--- src/rtl/n1_pagu_pkg.sv ---
// Shared types for the n1 program-bus AGU and its fetch sequencer.
package n1_pagu_pkg;

  // Next-address source selected by FC
  typedef enum logic [1:0] {
    SRC_SEQ = 2'd0,
    SRC_REL = 2'd1,
    SRC_ABS = 2'd2,
    SRC_MEM = 2'd3
  } src_t;

  // Fetch sequencer states (RETRY only reachable with N1_PAGU_RTY_EN)
  typedef enum logic [1:0] {
    ST_IDLE  = 2'd0,
    ST_ADDR  = 2'd1,
    ST_WAIT  = 2'd2,
    ST_RETRY = 2'd3
  } state_t;

  // Width of the consecutive-retry counter (RTY_LIMIT is at most 15)
  localparam int RTY_CNT_W = 4;

endpackage

--- src/rtl/n1_pagu_adr_calc.sv ---
// Combinational next-address computation for n1_pagu_fetch.
// All sums are modulo 2^ADR_WIDTH; relative offsets are sign-extended,
// absolute and memory fields are zero-extended before their offset is added.
module n1_pagu_adr_calc
  import n1_pagu_pkg::*;
#(
  parameter int                    ADR_WIDTH        = 16,
  parameter int                    AADR_WIDTH       = 14,
  parameter int                    RADR_WIDTH       = 13,
  parameter int                    MADR_WIDTH       = 8,
  parameter logic [ADR_WIDTH-1:0]  PBUS_AADR_OFFSET = '0,
  parameter logic [ADR_WIDTH-1:0]  PBUS_MADR_OFFSET = '0
)(
  input  logic [ADR_WIDTH-1:0]  areg,
  input  src_t                  src,
  input  logic                  aadr_sel,
  input  logic                  madr_sel,
  input  logic [AADR_WIDTH-1:0] aadr,
  input  logic [RADR_WIDTH-1:0] radr,
  input  logic [MADR_WIDTH-1:0] madr,
  input  logic [ADR_WIDTH-1:0]  ps0,
  output logic [ADR_WIDTH-1:0]  next_adr
);

  logic signed [RADR_WIDTH-1:0] radr_s;
  logic        [ADR_WIDTH-1:0]  radr_ext;
  logic        [ADR_WIDTH-1:0]  aadr_ext;
  logic        [ADR_WIDTH-1:0]  madr_ext;

  assign radr_s   = radr;
  assign radr_ext = ADR_WIDTH'(radr_s);
  assign aadr_ext = ADR_WIDTH'(aadr);
  assign madr_ext = ADR_WIDTH'(madr);

  // Source mux; carries out of the top bit are dropped so addresses wrap
  always_comb begin
    next_adr = areg + ADR_WIDTH'(1);
    unique case (src)
      SRC_SEQ: next_adr = areg + ADR_WIDTH'(1);
      SRC_REL: next_adr = areg + radr_ext;
      SRC_ABS: next_adr = aadr_sel ? ps0 : (PBUS_AADR_OFFSET + aadr_ext);
      SRC_MEM: next_adr = madr_sel ? ps0 : (PBUS_MADR_OFFSET + madr_ext);
      default: next_adr = areg + ADR_WIDTH'(1);
    endcase
  end

endmodule

--- src/rtl/n1_pagu_fetch.sv ---
// n1 program-bus AGU with pipelined Wishbone fetch sequencer.
// Computes the next fetch address, runs one CYC/STB/ADR transaction per FC
// request and commits the address into AREG when the slave acknowledges.
// Optional feature macro: N1_PAGU_RTY_EN adds the pbus_rty_i port, a RETRY
// state and a consecutive-retry counter bounded by RTY_LIMIT.
module n1_pagu_fetch
  import n1_pagu_pkg::*;
#(
  parameter int                    ADR_WIDTH        = 16,
  parameter int                    AADR_WIDTH       = 14,
  parameter int                    RADR_WIDTH       = 13,
  parameter int                    MADR_WIDTH       = 8,
  parameter logic [ADR_WIDTH-1:0]  PBUS_AADR_OFFSET = '0,
  parameter logic [ADR_WIDTH-1:0]  PBUS_MADR_OFFSET = '0,
  parameter int                    RTY_LIMIT        = 4
)(
  input  logic                  clk_i,
  input  logic                  sync_rst_i,
  output logic                  pbus_cyc_o,
  output logic                  pbus_stb_o,
  output logic [ADR_WIDTH-1:0]  pbus_adr_o,
  input  logic                  pbus_stall_i,
  input  logic                  pbus_ack_i,
  input  logic                  pbus_err_i,
`ifdef N1_PAGU_RTY_EN
  input  logic                  pbus_rty_i,
`endif
  input  logic                  fc2pagu_req_i,
  input  logic [1:0]            fc2pagu_src_i,
  input  logic                  ir2pagu_aadr_sel_i,
  input  logic                  ir2pagu_madr_sel_i,
  input  logic [AADR_WIDTH-1:0] ir2pagu_aadr_i,
  input  logic [RADR_WIDTH-1:0] ir2pagu_radr_i,
  input  logic [MADR_WIDTH-1:0] ir2pagu_madr_i,
  input  logic [ADR_WIDTH-1:0]  prs2pagu_ps0_i,
  output logic                  pagu2fc_busy_o,
  output logic                  pagu2fc_done_o,
  output logic                  pagu2fc_err_o,
  output logic [ADR_WIDTH-1:0]  pagu2prs_areg_o,
  output logic [1:0]            prb_pagu_state_o
);

  state_t                 state;
  logic                   cyc;
  logic                   stb;
  logic                   done;
  logic                   err;
  logic [ADR_WIDTH-1:0]   adr;
  logic [ADR_WIDTH-1:0]   areg;
  logic [ADR_WIDTH-1:0]   next_adr;
  logic                   resp_phase;
`ifdef N1_PAGU_RTY_EN
  logic [RTY_CNT_W-1:0]   rty_cnt;
`endif

  n1_pagu_adr_calc #(
    .ADR_WIDTH        (ADR_WIDTH),
    .AADR_WIDTH       (AADR_WIDTH),
    .RADR_WIDTH       (RADR_WIDTH),
    .MADR_WIDTH       (MADR_WIDTH),
    .PBUS_AADR_OFFSET (PBUS_AADR_OFFSET),
    .PBUS_MADR_OFFSET (PBUS_MADR_OFFSET)
  ) u_adr_calc (
    .areg     (areg),
    .src      (src_t'(fc2pagu_src_i)),
    .aadr_sel (ir2pagu_aadr_sel_i),
    .madr_sel (ir2pagu_madr_sel_i),
    .aadr     (ir2pagu_aadr_i),
    .radr     (ir2pagu_radr_i),
    .madr     (ir2pagu_madr_i),
    .ps0      (prs2pagu_ps0_i),
    .next_adr (next_adr)
  );

  // The slave may answer in WAIT, or in ADDR on the cycle the strobe is accepted
  assign resp_phase = (state == ST_WAIT) || ((state == ST_ADDR) && !pbus_stall_i);

  // Fetch sequencer: all bus and FC handshake outputs are registered here
  always_ff @(posedge clk_i) begin
    if (!sync_rst_i) begin
      state <= ST_IDLE;
      cyc   <= 1'b0;
      stb   <= 1'b0;
      done  <= 1'b0;
      err   <= 1'b0;
      adr   <= '0;
      areg  <= '0;
`ifdef N1_PAGU_RTY_EN
      rty_cnt <= '0;
`endif
    end else begin
      done <= 1'b0;
      err  <= 1'b0;
      unique case (state)
        ST_IDLE: begin
          if (fc2pagu_req_i) begin
            adr   <= next_adr;
            cyc   <= 1'b1;
            stb   <= 1'b1;
            state <= ST_ADDR;
`ifdef N1_PAGU_RTY_EN
            rty_cnt <= '0;
`endif
          end
        end
        ST_ADDR, ST_WAIT: begin
          if (resp_phase) begin
            stb <= 1'b0;
            if (pbus_err_i) begin
              err   <= 1'b1;
              cyc   <= 1'b0;
              state <= ST_IDLE;
`ifdef N1_PAGU_RTY_EN
            end else if (pbus_rty_i) begin
              if (rty_cnt == RTY_CNT_W'(RTY_LIMIT)) begin
                err     <= 1'b1;
                cyc     <= 1'b0;
                rty_cnt <= '0;
                state   <= ST_IDLE;
              end else begin
                rty_cnt <= rty_cnt + RTY_CNT_W'(1);
                state   <= ST_RETRY;
              end
`endif
            end else if (pbus_ack_i) begin
              areg  <= adr;
              done  <= 1'b1;
              cyc   <= 1'b0;
              state <= ST_IDLE;
            end else begin
              state <= ST_WAIT;
            end
          end
        end
`ifdef N1_PAGU_RTY_EN
        ST_RETRY: begin
          // One idle beat with the cycle held, then reissue the same address
          stb   <= 1'b1;
          state <= ST_ADDR;
        end
`endif
        default: begin
          cyc   <= 1'b0;
          stb   <= 1'b0;
          state <= ST_IDLE;
        end
      endcase
    end
  end

  assign pbus_cyc_o       = cyc;
  assign pbus_stb_o       = stb;
  assign pbus_adr_o       = adr;
  assign pagu2fc_busy_o   = (state != ST_IDLE);
  assign pagu2fc_done_o   = done;
  assign pagu2fc_err_o    = err;
  assign pagu2prs_areg_o  = areg;
  assign prb_pagu_state_o = state;

endmodule
--- config.mk ---
export PLATFORM = sky130hd
export DESIGN_NAME = n1_pagu_fetch
export DESIGN_NICKNAME = d
export VERILOG_FILES = /design/src/rtl/n1_pagu_pkg.sv /design/src/rtl/n1_pagu_adr_calc.sv /design/src/rtl/n1_pagu_fetch.sv
export SDC_FILE = /design/constraint.sdc
export NUM_CORES = 1
export LEC_CHECK = 0
export ABC_AREA = 1
export CAP_MARGIN = 20
export CORE_ASPECT_RATIO = 0.9
export CORE_UTILIZATION = 35
export DETAILED_ROUTE_END_ITERATION = 10
export GPL_ROUTABILITY_DRIVEN = 0
export SKIP_LAST_GASP = 1
export SLEW_MARGIN = 25
export SYNTH_ARGS = -nofsm -noshare
export SYNTH_HDL_FRONTEND = slang
export SYNTH_HIERARCHICAL = 1
export SYNTH_SLANG_ARGS = --single-unit
--- constraint.sdc ---
create_clock -name clk_i -period 3.05 [get_ports clk_i]
set_clock_uncertainty 0.05 [all_clocks]
set_input_delay 0.61 -clock clk_i [delete_from_list [all_inputs] [get_ports clk_i]]
set_output_delay 0.61 -clock clk_i [all_outputs]
set_load 0.05 [all_outputs]
After elaboration in Yosys (flattened, before gate mapping)
Cells that the tools add are included.
Widths: inputs -> output; s select.
{ "totals": {"reg_bits": 38, "input_bits": 61, "out_inout_bits": 39, "elab_cells": 51} }
{ "classes": {"addsub": 2, "eq_ne": 8, "n_mux": 17, "bitwise_logic": 4, "n_reduce_logical": 13} }
{ "ops": {"columns": ["cell", "count"], "rows": [
  ["$pmux 16 s4", 1],
  ["$mux 16", 2],
  ["$add 16x1->16 const B", 1],
  ["$add 16x16->16", 1],
  ["$mux 2", 4],
  ["$mux 1", 7],
  ["$eq 2x2->1 const B", 3],
  ["$reduce_and 3->1", 2],
  ["$eq 2x1->1 const B", 2],
  ["$logic_not 2->1", 2],
  ["$ne 2x2->1 const B", 2],
  ["$not 1->1", 4],
  ["$pmux 1 s2", 2],
  ["$pmux 2 s2", 1],
  ["$reduce_and 2->1", 2],
  ["$reduce_and 4->1", 1],
  ["$reduce_or 4->1", 1],
  ["$ne 3x3->1 const B", 1],
  ["$reduce_bool 2->1", 1],
  ["$reduce_or 2->1", 1],
  ["$logic_and 1x1->1", 1],
  ["$logic_not 1->1", 1],
  ["$logic_or 1x1->1", 1]
]} }

Depth between registers and ports, before layout
{ "logic_depth": {"word_depth": 5, "ltp_mapped": 17, "depth_no_buf": 17} }

By module
The synthesis kept the hierarchy.
{ "by_module_without_submodules": {"columns": ["module", "instances", "cells_each", "area_per_inst_um2", "seq_area_each_um2"], "rows": [
  ["n1_pagu_fetch", 1, 189, 1576.5, 760.7],
  ["n1_pagu_adr_calc", 1, 280, 1385.1, 0.0]
]} }

Worst setup path after synthesis
OpenSTA, ideal clock, no wires.
{ "synth_path": {"path_kind": "input -> register", "from": "input fc2pagu_src_i[0]", "to": "register adr[6] (netlist: pbus_adr_o[6])", "setup_time_ps": 116, "arrival_ps": 2408, "required_time_ps": 2884, "path_slack_ps": 476, "stages": 15, "path_buffers": 0, "path_cell_list": "inv_1 -> nor2_1 -> inv_1 -> or2_2 -> ha_1 -> fa_1 -> nand2_1 -> nand2_1 -> nand3_1 -> nand2_1 -> or2_1 -> nand3_1 -> nand3_1 -> o21ai_0 -> nor2_1"} }
{ "synth_via": {"elab_chain_cells": 2, "elab_cells_between_ends": 5, "classes_between": "eq/ne: 3; mux: 1; reduce/logical: 1"} }
{ "synth_lines": {"columns": ["element", "line_no", "text"], "rows": [
  ["start, declared", "n1_pagu_fetch.sv:29", "input logic [1:0] fc2pagu_src_i,"],
  ["$eq 2x2->1, or another cell as far along", "n1_pagu_adr_calc.sv:38", "unique case (src)"],
  ["$pmux 16 s4 *", "n1_pagu_adr_calc.sv:38", null],
  ["via next_adr[6]", "n1_pagu_fetch.sv:50", "logic [ADR_WIDTH-1:0] next_adr;"],
  ["end signal, assigned", "n1_pagu_fetch.sv:97", "adr <= next_adr;"],
  ["end, declared", "n1_pagu_fetch.sv:48", "logic [ADR_WIDTH-1:0] adr;"]
]} }
The timed path passes the listed nets; every way through them passes the cells marked *.
A chain may end at the register's enable or synchronous reset.

Worst setup path after layout
Ends and elaborated chain as after synthesis.

==> impl.org <==
** Placed design
- Number of buffers inserted by port buffering :: between 90 and 100
- Detailed-placement wirelength estimate :: 7.70 mm
- Prior to clock tree synthesis, the placed netlist has a worst setup slack of -0.236 ns.
- Area after DPL :: 4110 um^2

** STA
- Minimum clock period after layout :: 2.86 ns
- The final count of pins violating max slew came to 0.
- Number of endpoints with negative hold slack in the final report :: 0
- Smallest setup slack after layout :: 0.187 ns
- Max_slew headroom :: 0.625
- Setup violations remaining at the end of the flow were counted as 0.
- Based on the critical path, the design can be clocked at up to 349 MHz.
- In the finished design, the share of the clock period the worst path needs comes to 0.939.
- Transition time at the pin with the least slew margin :: 0.559 ns

** Final layout
- Leaving out fill and tap cells, the most frequent cell in the layout is sky130_fd_sc_hd__nand2_1.
- After routing the design area is between 4000 and 5000 um^2.
- Share of final-layout standard cells stronger than drive strength 1 :: 0.0948
- Net count reported at finish :: 661
- The repair_antennas step left the layout with diodes totalling 0.
- At the end of the flow the core is filled with cells to 0.525.
- Growth of design area from synthesis to finish :: 43.7%
- Commonest cells after routing, fill and taps aside :: sky130_fd_sc_hd__nand2_1, sky130_fd_sc_hd__clkdlybuf4s50_1, sky130_fd_sc_hd__nor2_1, sky130_fd_sc_hd__inv_1, sky130_fd_sc_hd__dfxtp_1

** Synthesis
- Of all flip-flops after synthesis, the portion carrying an async set or reset was 0.
- For this run, the register share of the synthesized area comes to 0.257.
- Per-instance average area after synthesis :: 6.31 um^2
- The synthesized design contains 0 enable-type register cells.
- The most used flip-flop cell after synthesis is sky130_fd_sc_hd__dfxtp_1.
- Synthesis inferred 38 register bits.
- Ys Warns :: 6
- Number of distinct library cells after synthesis :: 34
- Post-Synthesis Cells :: 469
- The number of nets handed over by synthesis was between 500 and 600.
- In this run the cell area of the synthesized design comes to 2960 um^2.

** Worst hold path
- Type of the most critical hold path :: reg2reg
- Worst Hold Path Cells :: 2

** Worst setup path
- For the worst setup path, the data arrival time is around 3.0 ns.
- Critical path peak fanout :: 4
- Kind of critical path :: in2reg
- The slowest stage of the critical path belongs to the cell sky130_fd_sc_hd__clkdlybuf4s50_1.
- Data on the critical path is required at its endpoint by 3.19 ns.
- The signal on the critical path passes through clkdlybuf4s50_1 -> inv_1 -> nor2_2 -> inv_1 -> or2_2 -> ha_1 -> fa_2 -> nand2_1 -> nand2_1 -> nand3_1 -> nand2_2 -> or2_1 -> nand3_1 -> nand3_1 -> o21ai_1 -> nor2_1.
- Critical Path Start Type :: primary input
- STA classifies the critical path endpoint as a register.
- For this run, the slowest stage of the critical path takes about 0.47 ns.
- The most numerous cell type found on the critical path is sky130_fd_sc_hd__nand3_1.
- The worst register-to-register path has a depth of 11.

** Route
- DR vias :: 3324
- Detailed router's first-iteration violation count :: 151
- First-pass iteration count of the detailed router :: 5
- Summed over all layers, the routed wires come to 9.47 mm.
- DR WL/cell :: 13.9 um
- Remaining routing DRC violations :: 0
- Once detail routing completed, the nets flagged for antenna violations numbered 0.
- Per-cell via count in the routed design :: 4.90

** Clocking
- The number of hold buffers added after CTS was 0.
- Clock-pin transition on the worst setup and hold timing paths :: 0.08 ns
- Buffers inserted during clock tree synthesis total 5.
- Max Root-Sink Buffers :: 2
- H-tree Lvls :: 2
- The clock reaches the later pin of the worst-skew pair after around 0.29 ns.
- Number of clock sinks seen by CTS :: 38
- Root Driver :: sky130_fd_sc_hd__clkbuf_8
- TritonCTS built the clock tree.

** Global route
- The number of antenna violations at the first check in global routing came to 0.
- First-pass GRT wire length :: 15.3 mm
- For this run, the total global-route usage over all layers was measured as 0.224.
- Number of global-route vias before repair :: about 3.2k
- Entering global routing, the biggest net connects 22 pins.
- The total overflow left after global routing is 0.

** Floorplan
- The initial utilization of the core area, before any placement, comes to 0.365.
- Die outline width :: a little under 100 um
- The die is about 90 um tall.
- The region available for standard cell placement spans 8110 um^2.
- DIE AREA :: roughly 9000 um^2
- 100 I/O pins were placed.
- The initialized floorplan defines 31 standard-cell rows.

** Power and ir drop
- In this run the power density over the cells is 561 nW/um^2.
- Peak ir drop on the vdd network :: 0.297 mV
- Leakage power :: 2.05 nW

** Job
- Maximum Capacitance Violations :: 0

** Status
- Status :: finished, final reports clean
[per-layer routing]
metal | routed length (um) | global-route usage | vias up
li1 | - | - | 1727
met1 | 4570 | 0.296 | 1482
met2 | 4320 | 0.388 | 111
met3 | 525 | 0.0493 | 4
met4 | 48 | 0.0258 | 0
met5 | 0 | 0 | -
[state kept, by name (all words and copies together) (netlist names)]
register / count
pagu2fc_done_o: 1
pagu2fc_err_o: 1
pagu2prs_areg_o: 16
pbus_adr_o: 16
pbus_cyc_o: 1
pbus_stb_o: 1
prb_pagu_state_o: 2
[final timing paths]
path,slack (ns),endpoint,startpoint
worst max-delay path,0.19,pbus_adr_o[6],fc2pagu_src_i[0]
worst min-delay path,0.43,pbus_stb_o,pbus_stb_o
worst max register to register,1.04,pbus_adr_o[6],pagu2prs_areg_o[0]
worst min register to register,0.43,pbus_stb_o,pbus_stb_o
[per-stage QoR]
step	total power, mW	std cells	hold slack, ns	TNS (ns)
after floorplan	1.52	469	0.631	0
after global placement	1.87	671	0.404	-0.647
after detailed placement	1.88	671	0.417	-1.19
after CTS	2.40	679	0.429	0
after global routing	2.55	679	0.447	-0.00298
final	2.39	679	0.429	0
[cell families after synthesis]
logic type / count (synthesis) / share of synthesized area
and+or+nand+nor: 263 / 0.403
adders and majority gates: 21 / 0.0913
AOI/OAI and AO/OA: 62 / 0.121
buffers and inverters: 83 / 0.122
DFF: 38 / 0.257
xor gates and xnor gates: 2 / 0.00592
[area by class of cell]
class | count | area (um^2)
Clock buffer | 5 | 68.8
Clock inverter | 3 | 68.8
Fill cell | 847 | 3850
Inverter | 69 | 259
Multi-Input combinational cell | 348 | 1850
Sequential cell | 38 | 761
Tap cell | 99 | 124
Timing Repair Buffer | 117 | 1130
[repair_timing]
action | 4_1_cts | 5_1_grt
setup endpoints to repair | 0 | 5
hold endpoints to repair | 0 | 0
resized for setup | 0 | 5
buffers inserted | 0 | 0
[cell usage after synthesis, types with 5 or more instances]
library cell                n  area [um^2]
sky130_fd_sc_hd__o21ai_1    5         25.0
sky130_fd_sc_hd__nand4_1   19          119
sky130_fd_sc_hd__buf_6      5         56.3
sky130_fd_sc_hd__nand2_2   10         62.6
sky130_fd_sc_hd__a22oi_1   12         90.1
sky130_fd_sc_hd__inv_1     63          236
sky130_fd_sc_hd__inv_2      5         18.8
sky130_fd_sc_hd__a21oi_1   24          120
sky130_fd_sc_hd__nand3_1   32          160
sky130_fd_sc_hd__dfxtp_1   38          761
sky130_fd_sc_hd__nor2_1    69          259
sky130_fd_sc_hd__nand2_1  113          424
sky130_fd_sc_hd__o21ai_0   16         80.1
sky130_fd_sc_hd__ha_1      20          250
[power breakdown]
group          total (mW)  internal (mW)  switching [mW]
combinational        1.22          0.410           0.809
sequential          0.657          0.580          0.0766
clock               0.510          0.328           0.183
[critical path, delay by kind of cell]
| family | cells | cell delay (ns) |
|---|---|---|
| and+or+nand+nor | 10 | 1.11 |
| AOI/OAI and AO/OA | 1 | 0.15 |
| adders and majority gates | 2 | 0.56 |
| buffers and inverters | 3 | 0.58 |
Note: power is estimated with default switching activity, not from simulation.
